### src/rtl/id_exe_stage_reg.sv
// ID/EXE pipeline register with load-use hazard detection and bubble insertion.
// Optional bubble counter is enabled by defining ID_EXE_BUBBLE_CNT_EN.
module id_exe_stage_reg #(
  parameter int unsigned DATA_W = 32,
  parameter int unsigned REG_AW = 5,
  parameter int unsigned CMD_W  = 4
) (
  input  logic              clk,
  input  logic              rst_n,
  input  logic              freeze,
  input  logic              flush,
  input  logic              valid_in,
  input  logic [DATA_W-1:0] pc_in,
  input  logic [DATA_W-1:0] val1_in,
  input  logic [DATA_W-1:0] val2_in,
  input  logic [DATA_W-1:0] st_val_in,
  input  logic [REG_AW-1:0] src1_in,
  input  logic [REG_AW-1:0] src2_in,
  input  logic [REG_AW-1:0] st_src_in,
  input  logic [REG_AW-1:0] dest_in,
  input  logic              use_src1_in,
  input  logic              use_src2_in,
  input  logic [CMD_W-1:0]  exe_cmd_in,
  input  logic              mem_r_en_in,
  input  logic              mem_w_en_in,
  input  logic              wb_en_in,
  output logic [DATA_W-1:0] pc_EXE,
  output logic [DATA_W-1:0] val1_EXE,
  output logic [DATA_W-1:0] val2_EXE,
  output logic [DATA_W-1:0] st_val_EXE,
  output logic [REG_AW-1:0] src1_EXE,
  output logic [REG_AW-1:0] src2_EXE,
  output logic [REG_AW-1:0] ST_src_EXE,
  output logic [REG_AW-1:0] dest_EXE,
  output logic [CMD_W-1:0]  exe_cmd_EXE,
  output logic              MEM_R_EN_EXE,
  output logic              MEM_W_EN_EXE,
  output logic              WB_EN_EXE,
  output logic              valid_EXE,
  output logic              load_use_stall,
  output logic [15:0]       bubble_count
);

  logic hit1;
  logic hit2;
  logic hit_s;
  logic load_en;
  logic take_in;

  // A load in EXE whose result the ID instruction needs cannot be forwarded yet.
  assign hit1  = use_src1_in & (src1_in == dest_EXE);
  assign hit2  = use_src2_in & (src2_in == dest_EXE);
  assign hit_s = mem_w_en_in & (st_src_in == dest_EXE);

  assign load_use_stall = ~flush & valid_in & valid_EXE & MEM_R_EN_EXE &
                          (dest_EXE != '0) & (hit1 | hit2 | hit_s);

  // flush overrides freeze; otherwise freeze holds everything.
  assign load_en = flush | ~freeze;
  assign take_in = ~flush & ~load_use_stall;

  always_ff @(posedge clk or negedge rst_n) begin
    if (!rst_n) begin
      pc_EXE       <= '0;
      val1_EXE     <= '0;
      val2_EXE     <= '0;
      st_val_EXE   <= '0;
      src1_EXE     <= '0;
      src2_EXE     <= '0;
      ST_src_EXE   <= '0;
      dest_EXE     <= '0;
      exe_cmd_EXE  <= '0;
      MEM_R_EN_EXE <= 1'b0;
      MEM_W_EN_EXE <= 1'b0;
      WB_EN_EXE    <= 1'b0;
      valid_EXE    <= 1'b0;
    end else if (load_en) begin
      pc_EXE       <= take_in ? pc_in      : '0;
      val1_EXE     <= take_in ? val1_in    : '0;
      val2_EXE     <= take_in ? val2_in    : '0;
      st_val_EXE   <= take_in ? st_val_in  : '0;
      src1_EXE     <= take_in ? src1_in    : '0;
      src2_EXE     <= take_in ? src2_in    : '0;
      ST_src_EXE   <= take_in ? st_src_in  : '0;
      dest_EXE     <= take_in ? dest_in    : '0;
      exe_cmd_EXE  <= take_in ? exe_cmd_in : '0;
      MEM_R_EN_EXE <= take_in & mem_r_en_in;
      MEM_W_EN_EXE <= take_in & mem_w_en_in;
      WB_EN_EXE    <= take_in & wb_en_in;
      valid_EXE    <= take_in & valid_in;
    end
  end

`ifdef ID_EXE_BUBBLE_CNT_EN
  logic        stall_bubble;
  logic [15:0] bubble_cnt_q;

  // Counts only hazard bubbles; flush bubbles and frozen cycles are excluded.
  assign stall_bubble = ~freeze & load_use_stall;

  always_ff @(posedge clk or negedge rst_n) begin
    if (!rst_n) begin
      bubble_cnt_q <= 16'd0;
    end else if (stall_bubble && (bubble_cnt_q != 16'hFFFF)) begin
      bubble_cnt_q <= bubble_cnt_q + 16'd1;
    end
  end

  assign bubble_count = bubble_cnt_q;
`else
  assign bubble_count = 16'd0;
`endif

endmodule

### config.mk
export PLATFORM = sky130hd
export DESIGN_NAME = id_exe_stage_reg
export DESIGN_NICKNAME = d
export VERILOG_FILES = /design/src/rtl/id_exe_stage_reg.sv
export SDC_FILE = /design/constraint.sdc
export NUM_CORES = 1
export LEC_CHECK = 0
export BUFFER_PORTS_ARGS = -buffer_cell sky130_fd_sc_hd__buf_2
export CAP_MARGIN = 10
export CORE_MARGIN = 2
export CORE_UTILIZATION = 51
export CTS_CLUSTER_SIZE = 10
export DETAILED_ROUTE_END_ITERATION = 10
export GPL_TIMING_DRIVEN = 0
export PLACE_DENSITY_LB_ADDON = 0.05
export SLEW_MARGIN = 5
export SYNTH_ARGS = -nofsm -noshare
export SYNTH_HDL_FRONTEND = slang
export SYNTH_SLANG_ARGS = --single-unit
### constraint.sdc
create_clock -name clk -period 3 [get_ports clk]
set_clock_uncertainty 0.2 [all_clocks]
set_input_delay 0.6 -clock clk [delete_from_list [all_inputs] [get_ports clk]]
set_output_delay 0.6 -clock clk [all_outputs]
set_load 0.1 [all_outputs]
=== Word level (Yosys, flattened, before mapping) ===
Cells that the tools add are included.
Widths: inputs -> output; s select.

* Bits in registers: 156
* Output and inout bits: 173
* Input port bits: 162
* Logic and storage cells: 45

* Bitwise logic cells: 19
* Reductions and logical operators: 1
* Equal/unequal tests: 3
* Muxes and demuxes: 9

{| class="wikitable"
|+ Operator list
! cell !! number
|-
| $mux 32 || 4
|-
| $mux 5 || 4
|-
| $eq 5x5->1 || 3
|-
| $and 1x1->1 || 13
|-
| $reduce_bool 5->1 || 1
|-
| $mux 4 || 1
|-
| $not 1->1 || 3
|-
| $or 1x1->1 || 3
|}

=== Longest topological paths before layout ===
* Depth after elaboration: 9
* Gate-level depth with buffers: 8
* Mapped depth without buffers: 4

=== Worst setup path after synthesis ===
No wires, ideal clock.

* Path kind: register to output
* Start: register dest_EXE[4]
* End: output port load_use_stall
* Data required time: 2.200 ns
* Path buffers: 3
* Cell stages (with the launch flop): 8
* Arrival: 2.713 ns
* Path slack: -0.513 ns
* Path through: dfrtp_1 -> clkbuf_2 -> xnor2_1 -> nand4_1 -> o22ai_1 -> buf_2 -> buf_1 -> o21ba_2

* Cells in the longest elaborated chain, start to end: 5
* Elaborated cells between the ends (all ways): 11
* Those cells by class: 3 x eq/ne; 7 x bitwise; 1 x reduce/logical

{| class="wikitable"
|+ RTL lines
! element !! line !! source
|-
| start: declaration || 34 || <nowiki>output logic [REG_AW-1:0] dest_EXE,</nowiki>
|-
| start signal: assignment || 85 || <nowiki>dest_EXE <= take_in ? dest_in : '0;</nowiki>
|-
| $eq 5x5->1, on equally long branches || 51, 52 ||
|-
| $and 1x1->1, on equally long branches || 51, 52 ||
|-
| $or 1x1->1 (2 in a row) || 56 || <nowiki>(dest_EXE != '0) & (hit1 | hit2 | hit_s);</nowiki>
|-
| $and 1x1->1 * || 56 ||
|-
| end: declaration || 40 || <nowiki>output logic load_use_stall,</nowiki>
|}

Mark *: on every way between the ends. The rest lies on a longest branch, timed or not.

=== Final worst setup path ===
* Start: register dest_EXE[3]
* End: output port load_use_stall

Same word-level chain as after synthesis.

==> reports/results.tsv <==
metric	value	unit
hold-path-endpoint	st_val_EXE[22]	
fin_util	67.6	%
clk_latency	430	ps
io_buffers	317	
cp.arrival	2160	ps
powerDensity	619	mW/mm^2
grt_max_degree	81	
setup_viol	0	
mostFrequentLayoutCell	buf_2	
drt_first_pass_iters	5	
grt_antenna_before_repair	6	
routed_via_density	5.98	
clock-sinks	156	
die-area	0.0194	mm^2
holdPathStages	4	
irDropWorstVdd	402	uV
syn-cell-area	0.00932	mm^2
p_sw	3.25	mW
cp.required	2200	ps
timing.slew.headroom	26.1	%
criticalPathCategory	reg -> out	
endpoint_kind	output port	
vias	9316	
htree_levels	4	
fin_crit_sh	98.7	%
nets	1473	
hold_path_class	in -> reg	
critPathBufInv	4	
p_int	4.28	mW
comb_power_share	36.8	%
crit_top_cell	buf_12	
hold_viol	0	
core	0.0180	mm^2
placed_cell_area	0.0113	mm^2
avgSynthCellArea	9.86	um^2
grtUsageTotal	31.7	%
rows	49	
p_leak	5.41	nW
syn_inst	946	
clock.fmax	0.338	GHz
tightest_slew	1110	ps
netlist-cell-type-count	23	
worstReg2RegEnd	st_val_EXE[1]	
status	completed	
gp_congestion	0.831	
yosys_warnings	0	
final_area	0.0122	mm^2
drc	0	
cp_slowest_cell	dfrtp_2	
power_frac_seq	32.3	%
cp_max_fo	19	
grt_overflow	0	
synth-seq-cells	156	
rrSetupSlack	300	ps
synth_area_leader_cell	dfrtp_1	
cts_buffers	17	
io-pin-count	335	
clockBufferDepth	2	
period_minus_slack	2960	ps
grt_pass1_wl	49.3	mm
grt_pass1_vias	9062	
die_h	139	um
initial_core_util	51.9	%
reg2reg_from	dest_EXE[3]	
start_kind	register	
wire_per_inst	20.1	um
drv_slew	0	
hpwl	21.7	mm
drive_gt1_share	33.8	%
crit_family	buffers and inverters	
slowest_delay	430	ps
antenna_left	0	
finalPower	7.52	mW
dieWidth	139	um
tritoncts	done	
initialDrtViolationCount	836	
path_clk_slew	70	ps
clkPwrFrac	30.9	%
maxCapViolCount	0	
final_cell_mix	buf_2, nor2b_1, a22oi_1, o32ai_1, dfrtp_1	
area_growth	30.3	%
holdWs	352	ps
min_from	st_val_in[22]	
root_buffer	clkbuf_16	
synth_area_leaders	dfrtp_1, o32ai_1, a22oi_1, nor2b_1, nand2b_1	
crit_chain	buf_6 -> buf_4 -> xnor2_1 -> nand4_1 -> o22ai_4 -> buf_12 -> o21ba_4 -> buf_12	
synth_top_cell_area_share	41.9	%
routed_wirelength	31.3	mm
ys_seq_area_share	41.9	%
r2r_cells	9	
p_sw_share	43.1	%
repair_timing:
item,in CTS,in global routing
setup buffers,8,8
pin swaps,4,3
gates resized for setup,17,5
endpoints found under the setup margin,1,1
hold buffers,1,0
hold endpoints to repair,75,0
cells by family after synthesis:
family,after synthesis,synth area share (%)
AND/OR/NAND/NOR,320,21.9
flip-flops,156,41.9
buffers and inverters,139,7.27
AO/OA/AOI/OAI,315,27.5
other,1,0.0402
XOR/XNOR,15,1.41
state kept, by name, indices dropped and copies added (netlist names), 4 cells and up:
name,cells
val2_EXE,32
pc_EXE,32
exe_cmd_EXE,4
st_val_EXE,32
src1_EXE,5
src2_EXE,5
dest_EXE,5
val1_EXE,32
ST_src_EXE,5
cell usage after synthesis:
cell / instances
a22oi_1: 156
and3_1: 1
buf_1: 5
buf_2: 22
buf_4: 28
buf_6: 3
clkbuf_1: 80
clkbuf_2: 1
conb_1: 1
dfrtp_1: 156
nand2_1: 2
nand2b_1: 140
nand4_1: 2
nor2b_1: 157
nor4_1: 1
o2111ai_2: 1
o21ba_2: 1
o22ai_1: 1
o32ai_1: 156
or3b_2: 16
or4_1: 1
xnor2_1: 11
xor2_1: 4
power groups by stage:
| stage | sequential [mW] | combinational, mW | clock (mW) |
|---|---|---|---|
| 2_1_floorplan | 3.90 | 0.708 | 0 |
| 3_3_place_gp | 2.46 | 2.70 | 0 |
| 3_5_place_dp | 2.46 | 2.73 | 0 |
| 4_1_cts | 2.43 | 2.76 | 2.34 |
| 5_1_grt | 2.45 | 2.89 | 2.43 |
| 6_report | 2.43 | 2.77 | 2.32 |
metal layers:
layer / vias up / GRT usage (%) / share of wire, %
met1: 4557 / 42.9 / 42
met5: - / 0 / 0.042
met3: 72 / 8.36 / 8.1
met4: 2 / 12.0 / 3.4
met2: 397 / 49.1 / 47
li1: 4288 / - / -
how the worst max path moves through the flow:
stage / startpoint / endpoint / cells after the start
after global routing: dest_EXE[3] / load_use_stall / 8
after CTS: dest_EXE[1] / load_use_stall / 7
after detailed placement: src2_in[4] / load_use_stall / 8
after floorplan: dest_EXE[4] / load_use_stall / 7
after global placement: rst_n / dest_EXE[4] / 1
final: dest_EXE[3] / load_use_stall / 8
worst min-delay path, cell delays in order:
cell and delay, ps:
buf_2 100, nor2b_1 130, nand2b_1 60, o32ai_1 60
per-stage QoR:
stage          instances  setup WS [ps]  setup TNS (ps)
5_1_grt             1555         -0.542          -0.542
2_1_floorplan        961           58.7               0
4_1_cts             1545           50.7               0
6_report            1557           38.9               0
3_5_place_dp        1508           -401            -401
3_3_place_gp        1507          -1990         -224970
cell type report:
class,instances,area (um^2)
sequential,156,3910
clock buffer,20,467
timing repair buffer,335,1770
tap,229,287
buffer,135,684
antenna,4,10.0
fill,1500,5810
multi-input combinational,666,4860
clock inverter,12,161
Note: power is estimated with default switching activity, not from simulation.
